==> src/rtl/cdb_arbiter_pkg.sv <==
// Shared types and constants for the common data bus (CDB) arbiter.
// Producer indices fix the round-robin search order.
package cdb_arbiter_pkg;

  localparam int NUM_FU = 6;
  localparam int TAG_W  = 5;
  localparam int DATA_W = 32;
  localparam int SRC_W  = 3;
  localparam int PTR_W  = 3;

  localparam logic [SRC_W-1:0] FU_ALU    = 3'd0;
  localparam logic [SRC_W-1:0] FU_BRANCH = 3'd1;
  localparam logic [SRC_W-1:0] FU_LD_STR = 3'd2;
  localparam logic [SRC_W-1:0] FU_MUL    = 3'd3;
  localparam logic [SRC_W-1:0] FU_DIV    = 3'd4;
  localparam logic [SRC_W-1:0] FU_ACCEL  = 3'd5;

  // One CDB beat. reg_id/data line up with the command buffer entry so
  // the ROB capture port can map one onto the other field by field.
  typedef struct packed {
    logic              valid;
    logic [TAG_W-1:0]  reg_id;
    logic [DATA_W-1:0] data;
    logic [SRC_W-1:0]  src;
  } cdb_bus_t;

  // Round-robin pointer after granting producer g: the one just past it,
  // wrapping from the last producer back to alu.
  function automatic logic [PTR_W-1:0] next_ptr(input logic [SRC_W-1:0] g);
    return (g == FU_ACCEL) ? '0 : PTR_W'(g + 1'b1);
  endfunction

endpackage

==> src/rtl/cdb_arbiter_if.sv <==
// Producer-side handshake and CDB broadcast bundle.
//
// Handshake: a producer raises req_valid[i] with req_tag/req_data for its
// lane and holds all three stable until a clock edge where req_ready[i] is
// also high; that edge is the transfer. req_ready[i] never depends on
// req_valid[i]. The CDB side has no ready: a beat with cdb_valid=1 is
// consumed in the cycle it appears.
interface cdb_arbiter_if;
  import cdb_arbiter_pkg::*;

  logic [NUM_FU-1:0]        req_valid;
  logic [NUM_FU*TAG_W-1:0]  req_tag;
  logic [NUM_FU*DATA_W-1:0] req_data;
  logic [NUM_FU-1:0]        req_ready;
  logic                     cdb_valid;
  logic [TAG_W-1:0]         cdb_tag;
  logic [DATA_W-1:0]        cdb_data;
  logic [SRC_W-1:0]         cdb_src;
  logic                     busy;
  logic [PTR_W-1:0]         dbg_rr_ptr;

  // Producers and the CDB consumer.
  modport master (
    output req_valid, req_tag, req_data,
    input  req_ready, cdb_valid, cdb_tag, cdb_data, cdb_src, busy, dbg_rr_ptr
  );

  // The arbiter itself.
  modport slave (
    input  req_valid, req_tag, req_data,
    output req_ready, cdb_valid, cdb_tag, cdb_data, cdb_src, busy, dbg_rr_ptr
  );

endinterface

==> src/rtl/cdb_arbiter_rr_arbiter.sv <==
// Combinational round-robin arbiter: the first asserted request at or after
// i_ptr (wrapping modulo N) wins. o_grant is one-hot, or zero with no request.
module cdb_arbiter_rr_arbiter #(
  parameter int N     = 6,
  parameter int PTR_W = (N > 1) ? $clog2(N) : 1
) (
  input  logic [N-1:0]     i_req,
  input  logic [PTR_W-1:0] i_ptr,
  output logic [N-1:0]     o_grant
);

  localparam int DW = PTR_W + 1;

  // Search distance of requester i from the pointer, in 0..N-1.
  function automatic logic [DW-1:0] dist_of(input int i, input logic [PTR_W-1:0] p);
    logic [DW-1:0] wi;
    logic [DW-1:0] wp;
    wi = DW'(i);
    wp = {1'b0, p};
    return (wi >= wp) ? (wi - wp) : (wi + DW'(N) - wp);
  endfunction

  // Find the smallest distance among requesters, then grant the one at it.
  always_comb begin
    logic [DW-1:0] w_d;
    logic [DW-1:0] w_best_d;
    logic          w_found;
    w_d      = '0;
    w_best_d = '1;
    w_found  = 1'b0;
    o_grant  = '0;
    for (int i = 0; i < N; i++) begin
      w_d = dist_of(i, i_ptr);
      if (i_req[i] && (!w_found || (w_d < w_best_d))) begin
        w_best_d = w_d;
        w_found  = 1'b1;
      end
    end
    for (int i = 0; i < N; i++) begin
      w_d = dist_of(i, i_ptr);
      o_grant[i] = w_found && i_req[i] && (w_d == w_best_d);
    end
  end

endmodule

==> src/rtl/cdb_arbiter.sv <==
// Common data bus arbiter: one holding slot per functional unit, a
// round-robin pick among occupied slots each cycle, and a registered CDB.
// Arbitration looks at slot state only, so a result always spends at least
// one cycle in its slot before it is broadcast.
module cdb_arbiter
  import cdb_arbiter_pkg::*;
(
  input  logic         clk,
  input  logic         rst,
  input  logic         flush,
  cdb_arbiter_if.slave bus
);

  logic [NUM_FU-1:0] r_slot_valid;
  logic [TAG_W-1:0]  r_slot_tag  [NUM_FU];
  logic [DATA_W-1:0] r_slot_data [NUM_FU];
  logic [PTR_W-1:0]  r_rr_ptr;
  cdb_bus_t          r_cdb;

  logic              w_clear;
  logic [NUM_FU-1:0] w_grant;
  logic [NUM_FU-1:0] w_ready;
  logic [NUM_FU-1:0] w_load;
  logic              w_any_grant;
  logic [SRC_W-1:0]  w_gnt_idx;
  logic [TAG_W-1:0]  w_sel_tag;
  logic [DATA_W-1:0] w_sel_data;

  assign w_clear = rst | flush;

  cdb_arbiter_rr_arbiter #(
    .N     (NUM_FU),
    .PTR_W (PTR_W)
  ) u_rr (
    .i_req   (r_slot_valid),
    .i_ptr   (r_rr_ptr),
    .o_grant (w_grant)
  );

  // A slot accepts when empty or being drained this cycle; nothing is
  // accepted while state is being cleared, so such a request is dropped.
  always_comb begin
    w_ready = '0;
    w_load  = '0;
    for (int i = 0; i < NUM_FU; i++) begin
      w_ready[i] = !w_clear && (!r_slot_valid[i] || w_grant[i]);
      w_load[i]  = bus.req_valid[i] && w_ready[i];
    end
  end

  // Mux the granted slot's contents and encode its index.
  always_comb begin
    w_sel_tag  = '0;
    w_sel_data = '0;
    w_gnt_idx  = '0;
    for (int i = 0; i < NUM_FU; i++) begin
      if (w_grant[i]) begin
        w_sel_tag  = r_slot_tag[i];
        w_sel_data = r_slot_data[i];
        w_gnt_idx  = SRC_W'(i);
      end
    end
  end

  assign w_any_grant = |w_grant;

  // Holding slots: refill wins over drain so a slot can turn over each cycle.
  always_ff @(posedge clk) begin
    if (w_clear) begin
      r_slot_valid <= '0;
      for (int i = 0; i < NUM_FU; i++) begin
        r_slot_tag[i]  <= '0;
        r_slot_data[i] <= '0;
      end
    end else begin
      for (int i = 0; i < NUM_FU; i++) begin
        if (w_load[i]) begin
          r_slot_valid[i] <= 1'b1;
          r_slot_tag[i]   <= bus.req_tag[i*TAG_W +: TAG_W];
          r_slot_data[i]  <= bus.req_data[i*DATA_W +: DATA_W];
        end else if (w_grant[i]) begin
          r_slot_valid[i] <= 1'b0;
        end
      end
    end
  end

  // CDB register and round-robin pointer; payload holds when idle.
  always_ff @(posedge clk) begin
    if (w_clear) begin
      r_cdb    <= '0;
      r_rr_ptr <= '0;
    end else if (w_any_grant) begin
      r_cdb.valid  <= 1'b1;
      r_cdb.reg_id <= w_sel_tag;
      r_cdb.data   <= w_sel_data;
      r_cdb.src    <= w_gnt_idx;
      r_rr_ptr     <= next_ptr(w_gnt_idx);
    end else begin
      r_cdb.valid <= 1'b0;
    end
  end

  assign bus.req_ready  = w_ready;
  assign bus.cdb_valid  = r_cdb.valid;
  assign bus.cdb_tag    = r_cdb.reg_id;
  assign bus.cdb_data   = r_cdb.data;
  assign bus.cdb_src    = r_cdb.src;
  assign bus.busy       = |r_slot_valid;
  assign bus.dbg_rr_ptr = r_rr_ptr;

endmodule
==> src/flat_wrapper.sv <==
// flat-port wrapper written by rule: the top's interface ports become plain ports
module cdb_arbiter_flat import cdb_arbiter_pkg::*;
  (clk, rst, flush, bus_req_valid, bus_req_tag, bus_req_data, bus_req_ready, bus_cdb_valid, bus_cdb_tag, bus_cdb_data, bus_cdb_src, bus_busy, bus_dbg_rr_ptr);
  cdb_arbiter_if bus_i ();
  input  logic clk;
  input  logic rst;
  input  logic flush;
  input wire logic [$bits(bus_i.req_valid)-1:0] bus_req_valid;
  input wire logic [$bits(bus_i.req_tag)-1:0] bus_req_tag;
  input wire logic [$bits(bus_i.req_data)-1:0] bus_req_data;
  output wire logic [$bits(bus_i.req_ready)-1:0] bus_req_ready;
  output wire logic [$bits(bus_i.cdb_valid)-1:0] bus_cdb_valid;
  output wire logic [$bits(bus_i.cdb_tag)-1:0] bus_cdb_tag;
  output wire logic [$bits(bus_i.cdb_data)-1:0] bus_cdb_data;
  output wire logic [$bits(bus_i.cdb_src)-1:0] bus_cdb_src;
  output wire logic [$bits(bus_i.busy)-1:0] bus_busy;
  output wire logic [$bits(bus_i.dbg_rr_ptr)-1:0] bus_dbg_rr_ptr;
  assign bus_i.req_valid = bus_req_valid;
  assign bus_i.req_tag = bus_req_tag;
  assign bus_i.req_data = bus_req_data;
  assign bus_req_ready = bus_i.req_ready;
  assign bus_cdb_valid = bus_i.cdb_valid;
  assign bus_cdb_tag = bus_i.cdb_tag;
  assign bus_cdb_data = bus_i.cdb_data;
  assign bus_cdb_src = bus_i.cdb_src;
  assign bus_busy = bus_i.busy;
  assign bus_dbg_rr_ptr = bus_i.dbg_rr_ptr;
  cdb_arbiter u_core (.clk(clk), .rst(rst), .flush(flush), .bus(bus_i));
endmodule
==> config.mk <==
export PLATFORM = sky130hd
export DESIGN_NAME = cdb_arbiter_flat
export DESIGN_NICKNAME = d
export VERILOG_FILES = /design/src/rtl/cdb_arbiter_pkg.sv /design/src/rtl/cdb_arbiter_if.sv /design/src/rtl/cdb_arbiter_rr_arbiter.sv /design/src/rtl/cdb_arbiter.sv /design/src/flat_wrapper.sv
export SDC_FILE = /design/constraint.sdc
export NUM_CORES = 1
export LEC_CHECK = 0
export CAP_MARGIN = 30
export CORE_MARGIN = 5
export CORE_UTILIZATION = 56
export DETAILED_ROUTE_END_ITERATION = 10
export GPL_ROUTABILITY_DRIVEN = 0
export PLACE_DENSITY = 0.86
export SLEW_MARGIN = 40
export SYNTH_ARGS = -nofsm -noshare
export SYNTH_HDL_FRONTEND = slang
export SYNTH_SLANG_ARGS = --single-unit
==> constraint.sdc <==
create_clock -name clk -period 34.1 [get_ports clk]
set_input_delay 3.41 -clock clk [delete_from_list [all_inputs] [get_ports clk]]
set_output_delay 3.41 -clock clk [all_outputs]
set_load 0.005 [all_outputs]
==> summary by stage <==
Run
The tool flagged a number of max-cap violations equal to 0.

STA
For the final database, setup skew stands at 0.0148 ns. The relative max-transition margin is 0.510. Dividing the final minimum period by the clock period gives 0.474. The final number of setup-violating endpoints is 0. The number of slew-limit violations in the final report came to 0. The minimum setup slack in the final design is 17.94 ns.

The slew at the pin with the worst max-slew slack is 0.715 ns. The final hold slack is 0.458 ns. The final number of hold-violating endpoints is 0.

Based on the critical path, the design can be clocked at up to 0.0619 GHz. Setup repair after global routing left no endpoint under its margin. After routing, the total negative slack on setup checks comes to 0 ns.

The clock period minus worst slack is 16.16 ns.

Final layout
Summing all non-filler instances in the final layout gives an area of 17700 µm². The area growth from synthesis to layout is 28.4%. The commonest non-fill, non-tap cell in the layout is sky130_fd_sc_hd__clkdlybuf4s50_1. The filler cell count is 1628. For this run, the post-layout net count is 1692. In the layout the commonest cells are sky130_fd_sc_hd__clkdlybuf4s50_1, sky130_fd_sc_hd__edfxtp_1, sky130_fd_sc_hd__and2_1. In the final layout, the share of cells above drive strength 1 is 0.0720.

Floorplanning
After floorplanning, the core was sized to cover 24200 µm². The effective utilization at floorplan is 0.567. The area of the die is 27800 µm². The number of placement rows is 57. The number of ports placed on the die boundary is 282.

The die is 167 µm wide. The die span in y is 167 µm.

CTS
CTS built an H-tree with a depth of 1. The post-cts sizing count is 0. The number of hold buffers added after CTS was 0. TritonCTS built the clock tree. In this run the deepest clock path goes through 3 buffers. The total setup buffers inserted after CTS is 0.

The clock root buffer master is sky130_fd_sc_hd__clkbuf_16. The later-pin clock latency in the skew report is 0.53 ns. The total CTS buffers is 27. The total clock sinks is 272. After clock tree synthesis, the clock-pin slew on the worst setup and hold paths is 0.06 ns.

Yosys
The post-synthesis net count is 1461. The post-synthesis average cell area is 11.4 µm². Summing every instance area after synthesis gives 13800 µm².

The synthesized design contains 272 register bits. The synthesized instance count is 1207. The async set or reset register ratio after synthesis is 0. The synthesized design contains 222 enable-type register cells.

The top flip-flop cell by instance count after synthesis is sky130_fd_sc_hd__edfxtp_1. In this run, distinct cell masters in the synthesized netlist total 74. Of the synthesized area, sequential elements account for 0.557. The yosys synthesis warning count is 0.

Placed design
The post-placement setup slack is 18.90 ns. The HPWL reported at the end of detailed placement is 29700 µm. The port buffer count is 281. The total cell area at the placement stage is 16800 µm².

Route
For this run, the detailed router's first-pass iteration total came to 8. Summed over all layers, the routed wires come to 43200 µm. After detailed routing, the number of vias per cell comes to 6.45. The count of antenna-violating nets left after detailed routing is 0. For this run, design rule violations remaining after detail routing come to 0. The detailed router finished its first iteration with 1631 violations. The count of vias placed by the detailed router is 11500. The routed length per placed instance is 24.2 µm.

Worst setup path
Together, buffers and inverters on the worst path number 6. The cell that appears most often on the critical path is sky130_fd_sc_hd__ha_1. Counting cells, the worst reg-to-reg path comes to 44. The kind of end point of the critical path is an output pin.

The slowest library cell on the worst path is sky130_fd_sc_hd__dfxtp_1. The kind of critical path is reg2out. The category of the worst setup path launch point is a flip-flop. The worst path required time is 30.69 ns.

On the worst path, the slowest cell contributes a delay of 0.69 ns. The critical register-to-register path startpoint is u_core.bus.dbg_rr_ptr[0]. The worst register-to-register path ends at u_core.r_slot_data[0][111]. The kind of cell with the highest combined delay along the critical path is compound AO/OA/AOI/OAI gates.

Data arrives at the worst endpoint at 12.75 ns. The minimum setup slack among reg-to-reg paths is 20.92 ns. Along the worst path, the maximum fanout reaches 38.

Min path
The worst min-delay path startpoint is u_core.bus.cdb_src[2]. The number of cells traversed by the worst hold path is 2. The kind of path behind the tightest hold check is reg2reg. The hold-critical path endpoint is u_core.bus.cdb_src[2].

Power
The reported leakage power is 6.55 nW. The total power divided by cell area is 46.3 nW/µm². IR analysis of the VDD net gives a maximum drop of 0.0378 mV. Total power for the finished layout comes to 817 µW.

Run status
The run finished with clean final reports.

GRT
In the global route stage, overall resource usage came out at 0.298. The global-route wire length before repair is 65300 µm. The initial antenna violation count is 2.

The number of global-route vias before repair came to 11500. The sum of overflow across all layers after global routing is 0. Entering global routing, the biggest net connects 76 pins.
==> cell usage after synthesis (all sizes together) (3+ instances only) <==
cell type,number,area share
xnor2,14,0.0095
a21o,5,0.0027
inv,66,0.018
buf,49,0.019
xor2,5,0.0032
a211oi,7,0.0058
and2,187,0.085
nand2,31,0.0088
a21oi,26,0.0095
o211ai,5,0.0035
and3,45,0.020
or3,3,0.0014
or2,4,0.0018
dfxtp,50,0.073
o2111a,36,0.029
mux2i,10,0.0073
o221ai,38,0.024
o31ai,4,0.0042
edfxtp,222,0.48
o21ai,57,0.021
nor4,5,0.0023
a211o,3,0.0019
a31oi,7,0.0032
mux2,4,0.0033
nor2b,6,0.0027
o211a,4,0.0029
o31a,4,0.0025
o2111ai,3,0.0019
o21a,4,0.0022
nor3,13,0.0067
o22ai,38,0.017
clkbuf,51,0.014
nand3,42,0.015
nand4,39,0.018
ha,23,0.021
nor2,26,0.0073
a221oi,38,0.024
o21bai,3,0.0016
nand2b,7,0.0032
==> worst min-delay path, stage by stage (launching register included) <==
cell,delay (ns)
sky130_fd_sc_hd__dfxtp_1,0.31
sky130_fd_sc_hd__nand2_1,0.05
sky130_fd_sc_hd__o21ai_1,0.05
==> metrics by stage <==
step	utilization	std cells
after CTS	0.728	1782
final	0.728	1784
after floorplan	-	1207
after detailed placement	0.693	1733
after global routing	0.728	1784
after global placement	0.692	1732
==> worst max path at each step <==
stage / start / endpoint / slack (ns) / cells past startpoint
after global routing: u_core.bus.dbg_rr_ptr[0] / bus_req_ready[1] / 16.97 / 44
after CTS: u_core.bus.dbg_rr_ptr[0] / bus_req_ready[1] / 18.27 / 44
after detailed placement: u_core.bus.dbg_rr_ptr[0] / bus_req_ready[1] / 18.90 / 44
after floorplan: u_core.bus.dbg_rr_ptr[1] / bus_req_ready[3] / 21.12 / 46
final: u_core.bus.dbg_rr_ptr[0] / bus_req_ready[1] / 17.94 / 44
after global placement: u_core.bus.dbg_rr_ptr[0] / bus_req_ready[1] / 19.11 / 43
==> cells by family after synthesis <==
family,share of synthesized area
AO/OA/AOI/OAI,0.170
XOR/XNOR,0.0126
adder cells (fa/ha/maj),0.0209
buffers and inverters,0.0516
flip-flops,0.557
multiplexers,0.0105
AND/OR/NAND/NOR,0.177
==> cell type report <==
class                      count  area, µm²  share of cell area
antenna                        2       5.00            0.000283
sequential                   272       7670               0.434
inverter                      67        254              0.0144
clock buffer                  38        767              0.0434
multi-input combinational    768       5510               0.312
timing repair buffer         302       2980               0.169
clock inverter                11       71.3             0.00404
tap                          324        405              0.0229
==> report_power, final <==
group / switching (mW) / internal [mW]
logic: 0.0825 / 0.0618
registers: 0.00953 / 0.380
clock network: 0.126 / 0.157
total: 0.218 / 0.600
==> sequential cells by signal, indices dropped and copies added (netlist names) <==
register,count
u_core.r_slot_valid,6
u_core.bus.cdb_valid,1
u_core.bus.cdb_src,3
u_core.r_slot_tag,30
u_core.bus.dbg_rr_ptr,3
u_core.bus.cdb_data,32
u_core.r_slot_data,192
u_core.bus.cdb_tag,5
==> per-layer routing <==
| metal | part of all wire | vias to the layer above | GRT usage |
|---|---|---|---|
| met2 | 0.48 | 815 | 0.499 |
| met4 | 0.068 | 0 | 0.162 |
| met1 | 0.34 | 5466 | 0.368 |
| met5 | 0 | - | 0 |
| li1 | - | 5047 | - |
| met3 | 0.10 | 174 | 0.0529 |
No activity file was read; power rests on OpenSTA's default activity.
